## src/rtl/saes_decrypt_core.sv

```systemverilog
// Iterative S-AES decryption core: expands the key, then walks the inverse rounds one step per clock.
// A last-key cache lets a block with a repeated key skip the expansion step.
`timescale 1ns/1ps
module saes_decrypt_core #(
  parameter bit KEY_REUSE = 1'b1
) (
  input  logic        clk,
  input  logic        rst_n,
  input  logic        in_valid,
  output logic        in_ready,
  input  logic [15:0] in_ciphertext,
  input  logic [15:0] in_key,
  output logic        out_valid,
  input  logic        out_ready,
  output logic [15:0] out_plaintext,
  output logic        busy
);

  typedef enum logic [2:0] {IDLE, KEYX, RND2, RND1, FIN, HOLD} state_t;

  state_t      state_q, state_d;
  logic [15:0] st_q, st_d;
  logic [15:0] k0_q, k0_d;
  logic [15:0] k1_q, k1_d;
  logic [15:0] k2_q, k2_d;
  logic [15:0] cache_key_q, cache_key_d;
  logic        cache_vld_q, cache_vld_d;
  logic [15:0] pt_q, pt_d;
  logic        ovalid_q, ovalid_d;

  function automatic logic [3:0] sbox(input logic [3:0] n);
    logic [3:0] r;
    case (n)
      4'h0: r = 4'h9;  4'h1: r = 4'h4;  4'h2: r = 4'hA;  4'h3: r = 4'hB;
      4'h4: r = 4'hD;  4'h5: r = 4'h1;  4'h6: r = 4'h8;  4'h7: r = 4'h5;
      4'h8: r = 4'h6;  4'h9: r = 4'h2;  4'hA: r = 4'h0;  4'hB: r = 4'h3;
      4'hC: r = 4'hC;  4'hD: r = 4'hE;  4'hE: r = 4'hF;  default: r = 4'h7;
    endcase
    return r;
  endfunction

  function automatic logic [3:0] inv_sbox(input logic [3:0] n);
    logic [3:0] r;
    case (n)
      4'h0: r = 4'hA;  4'h1: r = 4'h5;  4'h2: r = 4'h9;  4'h3: r = 4'hB;
      4'h4: r = 4'h1;  4'h5: r = 4'h7;  4'h6: r = 4'h8;  4'h7: r = 4'hF;
      4'h8: r = 4'h6;  4'h9: r = 4'h0;  4'hA: r = 4'h2;  4'hB: r = 4'h3;
      4'hC: r = 4'hC;  4'hD: r = 4'h4;  4'hE: r = 4'hD;  default: r = 4'hE;
    endcase
    return r;
  endfunction

  // GF(2^4) doubling, reduction polynomial x^4 + x + 1.
  function automatic logic [3:0] gf_mul2(input logic [3:0] n);
    return {n[2:0], 1'b0} ^ (n[3] ? 4'h3 : 4'h0);
  endfunction

  function automatic logic [3:0] gf_mul9(input logic [3:0] n);
    return gf_mul2(gf_mul2(gf_mul2(n))) ^ n;
  endfunction

  function automatic logic [15:0] inv_sub(input logic [15:0] s);
    return {inv_sbox(s[15:12]), inv_sbox(s[11:8]), inv_sbox(s[7:4]), inv_sbox(s[3:0])};
  endfunction

  function automatic logic [15:0] inv_shift(input logic [15:0] s);
    return {s[15:12], s[3:0], s[7:4], s[11:8]};
  endfunction

  function automatic logic [15:0] inv_mix(input logic [15:0] s);
    return {gf_mul9(s[15:12]) ^ gf_mul2(s[11:8]),
            gf_mul2(s[15:12]) ^ gf_mul9(s[11:8]),
            gf_mul9(s[7:4])   ^ gf_mul2(s[3:0]),
            gf_mul2(s[7:4])   ^ gf_mul9(s[3:0])};
  endfunction

  // RotNib then forward SubNib, folded with the round constant.
  function automatic logic [7:0] key_g(input logic [7:0] w, input logic [7:0] rcon);
    return rcon ^ {sbox(w[3:0]), sbox(w[7:4])};
  endfunction

  logic [7:0] w2, w3, w4, w5;
  logic       key_hit;

  assign w2 = k0_q[15:8] ^ key_g(k0_q[7:0], 8'h80);
  assign w3 = w2 ^ k0_q[7:0];
  assign w4 = w2 ^ key_g(w3, 8'h30);
  assign w5 = w4 ^ w3;

  assign key_hit = KEY_REUSE && cache_vld_q && (in_key == cache_key_q);

  always_comb begin
    state_d     = state_q;
    st_d        = st_q;
    k0_d        = k0_q;
    k1_d        = k1_q;
    k2_d        = k2_q;
    cache_key_d = cache_key_q;
    cache_vld_d = cache_vld_q;
    pt_d        = pt_q;
    ovalid_d    = ovalid_q;
    case (state_q)
      IDLE: begin
        if (in_valid) begin
          st_d    = in_ciphertext;
          k0_d    = in_key;
          state_d = key_hit ? RND2 : KEYX;
        end
      end
      KEYX: begin
        k1_d        = {w2, w3};
        k2_d        = {w4, w5};
        cache_key_d = k0_q;
        cache_vld_d = 1'b1;
        state_d     = RND2;
      end
      RND2: begin
        st_d    = inv_sub(inv_shift(st_q ^ k2_q));
        state_d = RND1;
      end
      RND1: begin
        st_d    = inv_sub(inv_shift(inv_mix(st_q ^ k1_q)));
        state_d = FIN;
      end
      FIN: begin
        pt_d     = st_q ^ k0_q;
        ovalid_d = 1'b1;
        state_d  = HOLD;
      end
      HOLD: begin
        if (out_ready) begin
          ovalid_d = 1'b0;
          state_d  = IDLE;
        end
      end
      default: state_d = IDLE;
    endcase
  end

  always_ff @(posedge clk) begin
    if (!rst_n) begin
      state_q     <= IDLE;
      st_q        <= '0;
      k0_q        <= '0;
      k1_q        <= '0;
      k2_q        <= '0;
      cache_key_q <= '0;
      cache_vld_q <= 1'b0;
      pt_q        <= '0;
      ovalid_q    <= 1'b0;
    end else begin
      state_q     <= state_d;
      st_q        <= st_d;
      k0_q        <= k0_d;
      k1_q        <= k1_d;
      k2_q        <= k2_d;
      cache_key_q <= cache_key_d;
      cache_vld_q <= cache_vld_d;
      pt_q        <= pt_d;
      ovalid_q    <= ovalid_d;
    end
  end

  assign in_ready      = (state_q == IDLE);
  assign busy          = (state_q != IDLE);
  assign out_valid     = ovalid_q;
  assign out_plaintext = pt_q;

endmodule

```

## config.mk

```make
export PLATFORM = sky130hd
export DESIGN_NAME = saes_decrypt_core
export DESIGN_NICKNAME = d
export VERILOG_FILES = /design/src/rtl/saes_decrypt_core.sv
export SDC_FILE = /design/constraint.sdc
export NUM_CORES = 1
export LEC_CHECK = 0
export BUFFER_PORTS_ARGS = -buffer_cell sky130_fd_sc_hd__buf_4
export CORE_MARGIN = 10
export CORE_UTILIZATION = 50
export DETAILED_ROUTE_END_ITERATION = 12
export GPL_ROUTABILITY_DRIVEN = 0
export HOLD_SLACK_MARGIN = 0.03
export PLACE_DENSITY_LB_ADDON = 0.3
export SLEW_MARGIN = 25
export SYNTH_ARGS = -nofsm -noshare
export SYNTH_HDL_FRONTEND = slang
export SYNTH_SLANG_ARGS = --single-unit
```

## constraint.sdc

```tcl
create_clock -name clk -period 2.89 [get_ports clk]
set_input_delay 0.1445 -clock clk [delete_from_list [all_inputs] [get_ports clk]]
set_output_delay 0.1445 -clock clk [all_outputs]
set_load 0.02 [all_outputs]
```

==> results by group, run 1 <==
Final layout
  – Nets@finish: 1043
  – ANT cells: 0
  – Final Cell Area: 8630 sq um
  – Area growth syn-to-layout: 13.1%
  – Final Util: 57.2%
  – Share of cells above drive strength 1: 16.3%

Run
  – Max_cap viols: 0

Pwr
  – Clock group share of total power: 16.8%
  – Logic pwr share: 56.6%
  – Internal: 4.03 mW
  – Sequential Power Share: 26.7%
  – P_sw: 3.27 mW
  – Leak: 3.50 nW
  – Power, Total: 7.30 mW
  – Sw frac: 44.8%
  – Max VDD drop: 0.000375 V
  – Pwr Density: 845 nW/um^2

Setup path
  – Critical R2R Capture: st_q[8]
  – WP data required: 3080 ps
  – CP arrival: 2970 ps
  – Reg2reg start: st_q[4]
  – Type of origin of the critical path: flop
  – Worst R2R Path Depth: 10
  – CP Capture Type: flop
  – R2r setup slk: 120 ps
  – Critical path type: flop to flop
  – Crit Path Max Fanout: 4

STA
  – Clock skew: 8.46 ps
  – Slew Viols, Final: 0
  – Worst-Margin Slew: 748 ps
  – Period utilization: 96.0%
  – Final hold vios: 0
  – Minimum clock period: 2770 ps
  – RSZ-0062 raised after global routing: no
  – Hold_ws: 39.9 ps
  – Final setup viols: 0
  – Max Freq: 0.360 GHz
  – TNS Setup: 0 ps
  – Worst relative slew slack: 50.0%

Global route
  – Largest net degree at the start of global routing: 38
  – Global Route Usage Sum: 19.6%
  – First-pass GRT wire length: 31.7 mm
  – Grt ovf: 0
  – Initial antenna violation count: 0
  – Vias in the first global route: 5841

Clock tree
  – CTS Buf Count: 9
  – CTS clk-pin slew, worst paths: 80 ps
  – Clk sinks: 109
  – CTS H-tree lvls: 3
  – CTS Hold Bufs: 0
  – Clk buf depth: 2
  – Clock Latency Late Sink: 360 ps
  – CTS tree: done
  – Clk root buf: clkbuf_16

Worst hold path
  – Hold crit path type: input port to flop
  – Hold Crit Start: in_key[15]
  – Hold Path End: k0_q[15]
  – Worst hold path depth: 3

Floorplan
  – Initial core utilization: 50.6%
  – Rows: 45
  – Die area: 20600 sq um
  – Ports: 55
  – DIE HEIGHT: 144 microns
  – Width of the die: 144 microns
  – Core area: 15100 sq um

Synthesis
  – Number of synthesized register bits: 109
  – FFs w/ async S/R, synth: 0%
  – Synth Flop Type: dfxtp_1
  – Top-count cell post-synth: nand2_1
  – Cell area after synthesis: 7630 sq um
  – Area share of the largest cell type after synthesis: 28.6%
  – YS warnings: 0
  – Sequential cell area fraction in the yosys report: 28.6%
  – Cells after synthesis: 891
  – Syn_area_per_cell: 8.56 sq um
  – Most instantiated cells after synthesis: nand2_1 (126), dfxtp_1 (109), nor2_1 (77)
  – Synth cell types: 65
  – Area leader, netlist: dfxtp_1
  – Area contributors post-synth: dfxtp_1 (29%), ha_1 (11%), xnor2_1 (7.7%)
  – Post-synth EDFFs: 0
  – Syn nets: 996

Outcome
  – Status: finished clean

Routing
  – Router iterations before antenna repair: 5
  – Vias per cell: 5.61
  – Iter 0 DRT Violations: 570
  – Post-route DRC: 0
  – Routed wire length per instance: 17.8 microns
  – Vias: 6349
  – Drt total wl: 20.2 mm
  – Antenna viol nets, final: 0

Placement
  – IO buf count: 54
  – Placed cell area: 8330 sq um
  – Post-detail-place hpwl: 15.4 mm
[cell type report]
cell class,instances,area (sq um)
inverters,36,135
well taps,188,235
clock inverters,6,56.3
clock buffers,10,229
flip-flops and latches,109,2180
repair buffers,95,713
multi-input cells,687,5080
fillers,1403,6460
[cells in the final DEF, fill, tap and decap left out, types with 14 or more instances in the layout]
cell      instances
buf_4            95
mux2i_1          14
o21ai_0          40
xor2_1           31
dfxtp_1         109
nand2_1         126
a21oi_1          73
inv_1            32
xnor2_1          66
ha_1             69
a211oi_1         32
nor2_1           75
nor3_1           16
[sequential cells by signal, indices dropped and copies added (netlist names), named ones only]
name,count
cache_key_q,16
cache_vld_q,1
k0_q,16
k1_q,16
k2_q,16
out_plaintext,16
out_valid,1
st_q,16
state_q,3
[worst max path at each step]
stage	start	to	slack [ps]
finish	st_q[4]	st_q[8]	120
global route	st_q[4]	st_q[8]	20
CTS	st_q[1]	st_q[8]	130
detailed placement	st_q[1]	st_q[8]	140
global placement	st_q[1]	st_q[8]	180
floorplan	state_q[2]	flop	180
[power groups by stage]
| stage | clock network [mW] | logic [mW] | registers [mW] |
|---|---|---|---|
| after floorplan | 0 | 3.14 | 1.88 |
| after global placement | 0 | 3.97 | 1.97 |
| after detailed placement | 0 | 4.07 | 1.97 |
| after CTS | 1.24 | 4.09 | 1.94 |
| after global routing | 1.30 | 4.61 | 1.97 |
| final | 1.22 | 4.13 | 1.94 |
[timing repair]
| item | in CTS | in global routing |
|---|---|---|
| setup buffers | 0 | 1 |
| endpoints found under the setup margin | 0 | 1 |
| resized for setup | 0 | 1 |
[through the flow]
step           worst slack, ps  instances
2_1_floorplan              184        891
3_3_place_gp               178       1114
3_5_place_dp               141       1114
4_1_cts                    128       1130
5_1_grt                   22.9       1131
6_report                   115       1131
[layer usage]
| metal | track usage, % | share of wire [%] |
|---|---|---|
| met5 | 0 | 0 |
| met4 | 5.86 | 2.3 |
| met3 | 3.30 | 5.1 |
| met2 | 32.6 | 48 |
| met1 | 25.3 | 45 |
[critical path, cell delays in order, from the launching register on]
cell	delay, ps
dfxtp_1	470
xor2_1	360
xnor2_1	210
xor2_1	240
inv_1	120
ha_1	200
inv_1	60
mux2i_1	80
mux2i_1	220
a21oi_1	90
a2111oi_1	550
[cell families after synthesis]
group	share of synthesized area (%)
flip-flops	28.6
adder cells (fa/ha/maj)	11.3
buffers and inverters	5.07
AND/OR/NAND/NOR	14.2
XOR/XNOR	19.2
multiplexers	3.66
AO/OA/AOI/OAI	18.0
(Power assumes the default switching activity.)
==> inputs of run 2 (changes only) <==
--- a/config.mk
+++ b/config.mk
@@ -6,8 +6,10 @@
 export NUM_CORES = 1
 export LEC_CHECK = 0
 export BUFFER_PORTS_ARGS = -buffer_cell sky130_fd_sc_hd__buf_4
+export CELL_PAD_IN_SITES_DETAIL_PLACEMENT = 0
+export CELL_PAD_IN_SITES_GLOBAL_PLACEMENT = 1
 export CORE_MARGIN = 10
-export CORE_UTILIZATION = 50
+export CORE_UTILIZATION = 47
 export DETAILED_ROUTE_END_ITERATION = 12
 export GPL_ROUTABILITY_DRIVEN = 0
 export HOLD_SLACK_MARGIN = 0.03
==> run 2 against run 1 <==
Final area up 1.2%. Sequential cell count unchanged. Largest power group unchanged. Critical path type unchanged. Critical path depth did not move. Worst hold slack improved by 3.6 ps. Cell count rose by 3.1%. Routed wire length grew 4.2%. Largest cell class unchanged.
==> results by group, run 2 (same netlist as run 1, synthesis figures left out) <==
Clock tree
  – Clock Latency Late Sink: 360 ps (about the same)
  – CTS H-tree lvls: 3 (unchanged)
  – CTS clk-pin slew, worst paths: 70 ps (about the same)
  – CTS resizes: 0 (unchanged)
  – Clk sinks: 109 (unchanged)
  – CTS Hold Bufs: 0 (unchanged)
  – Setup bufs post-CTS: 0 (unchanged)
  – Clk root buf: clkbuf_16
  – Clk buf depth: 2 (unchanged)
  – CTS Buf Count: 9 (unchanged)
  – CTS tree: done

Floorplan
  – Width of the die: 147 microns (+2.7%)
  – Initial core utilization: 48.0% (-2.5 points)
  – DIE HEIGHT: 147 microns (+2.7%)
  – Die area: 21700 sq um (+5.5%)
  – Core area: 15900 sq um (+5.3%)
  – Rows: 46 (+2.2%)
  – Ports: 55 (unchanged)

Routing
  – Iter 0 DRT Violations: 366 (-36%)
  – Vias per cell: 5.37 (-4.3%)
  – Routed wire length per instance: 18.0 microns (+1.0%)
  – Post-route DRC: 0 (unchanged)
  – Antenna viol nets, final: 0 (unchanged)
  – Vias: 6262 (-1.4%)
  – Router iterations before antenna repair: 5 (unchanged)
  – Drt total wl: 21.0 mm (+4.2%)

Final layout
  – Final Cell Area: 8730 sq um (+1.2%)
  – Seq. cell area: 2180 sq um (unchanged)
  – Multi-input gate area: 5070 sq um (-0.15%)
  – Share of cells above drive strength 1: 16.9% (+0.62 points)
  – ANT cells: 0 (unchanged)
  – Number of fill cells: 1567 (+12%)
  – Nets@finish: 1050 (+0.67%)
  – Non-filler cells, final: 1166 (+3.1%)
  – Area growth syn-to-layout: 14.5%
  – Final Util: 55.0% (-2.2 points)
  – Most frequent cells in the layout: nand2_1 (126), dfxtp_1 (109), buf_4 (102)
  – Commonest non-fill, non-tap cell in the layout: nand2_1

Pwr
  – Max VDD drop: 0.000374 V (-0.16%)
  – Pwr Density: 850 nW/um^2 (+0.53%)
  – Clock group share of total power: 17.7% (+0.9 points)
  – Power, Total: 7.42 mW (+1.7%)
  – Sw frac: 44.1% (-0.75 points)
  – Sequential Power Share: 26.1% (-0.6 points)
  – Logic pwr share: 56.2% (-0.4 points)
  – P_sw: 3.27 mW (about the same)
  – Internal: 4.15 mW (+3.1%)
  – Leak: 3.54 nW (+1.2%)

STA
  – Final WS setup: 323 ps (+207 ps)
  – RSZ-0062 raised after global routing: no
  – Max Freq: 0.389 GHz (+8.1%)
  – TNS Setup: 0 ps (unchanged)
  – Hold_ws: 43.5 ps (+3.58 ps)
  – Final hold vios: 0 (unchanged)
  – Slew Viols, Final: 0 (unchanged)
  – Final setup viols: 0 (unchanged)
  – Worst-Margin Slew: 852 ps (+104 ps)
  – Period utilization: 88.8% (-7.2 points)
  – Worst relative slew slack: 43.2% (-6.8 points)
  – Minimum clock period: 2570 ps (-207 ps)
  – Clock skew: 7.62 ps (-0.846 ps)

Global route
  – Vias in the first global route: 5992 (+2.6%)
  – Grt ovf: 0 (unchanged)
  – First-pass GRT wire length: 33.5 mm (+5.6%)
  – Global Route Usage Sum: 19.2% (-0.33 points)
  – Largest net degree at the start of global routing: 73 (+92%)
  – Initial antenna violation count: 0 (unchanged)

Setup path
  – R2r setup slk: 320 ps (+210 ps)
  – CP Capture Type: flop
  – Crit Path Max Fanout: 4 (unchanged)
  – Worst R2R Path Depth: 10 (unchanged)
  – Critical R2R Capture: st_q[8]
  – Reg2reg start: st_q[4]
  – Type of origin of the critical path: flop
  – Critical path startpoint: st_q[4]
  – Critical path type: flop to flop
  – CP Capture Point: st_q[8]
  – CP arrival: 2790 ps (-180 ps)
  – WP data required: 3120 ps (+40 ps)

Outcome
  – Status: finished clean

Placement
  – DP Cell Count: 1150 (+3.2%)
  – Post-detail-place hpwl: 16.1 mm (+4.1%)
  – Pre-CTS WS: 315 ps (+173 ps)
  – IO buf count: 54 (unchanged)
  – Placed cell area: 8430 sq um (+1.1%)

Worst hold path
  – Hold crit path type: input port to flop
  – Worst hold path depth: 3 (unchanged)

Run
  – Max_cap viols: 0 (unchanged)
-- run 2: worst min path at each step --
| stage | start | to | slack, ps |
|---|---|---|---|
| after global placement | in_key[9] | k0_q[9] | 410 |
| after global routing | in_key[12] | k0_q[12] | 50 |
| after detailed placement | in_key[8] | k0_q[8] | 420 |
| after floorplan | in_key[10] | k0_q[10] | 280 |
| after CTS | in_key[8] | k0_q[8] | 40 |
| final | in_key[9] | k0_q[9] | 40 |
-- run 2: layout make-up --
type	count	share of cell area (%)
Multi-Input combinational cell	687	58.1
Inverter	36	1.55
Tap cell	216	3.09
Clock inverter	6	0.802
Clock buffer	10	2.74
Sequential cell	109	25.0
Timing Repair Buffer	102	8.77
-- run 2: critical path, stage by stage (launching register included) --
cell	delay, ps
dfxtp_1	460
xor2_1	360
xnor2_1	200
xor2_1	230
inv_1	120
ha_1	210
inv_1	50
mux2i_1	50
mux2i_1	250
a21oi_1	110
a2111oi_1	400
-- run 2: power by group through the flow --
stage	clock network (mW)	registers (mW)	logic, mW
2_1_floorplan	0	1.88	3.14
3_3_place_gp	0	1.97	4.11
3_5_place_dp	0	1.97	4.16
4_1_cts	1.33	1.94	4.18
5_1_grt	1.40	1.96	4.68
6_report	1.32	1.94	4.17
-- run 2: routing by layer --
metal | track usage, % | share of wire (%) | vias to the layer above
met5 | 0 | 0 | -
met4 | 5.15 | 1.7 | 0
met3 | 3.11 | 4.2 | 28
met2 | 31.7 | 48 | 129
met1 | 25.5 | 47 | 2953
li1 | - | - | 3152
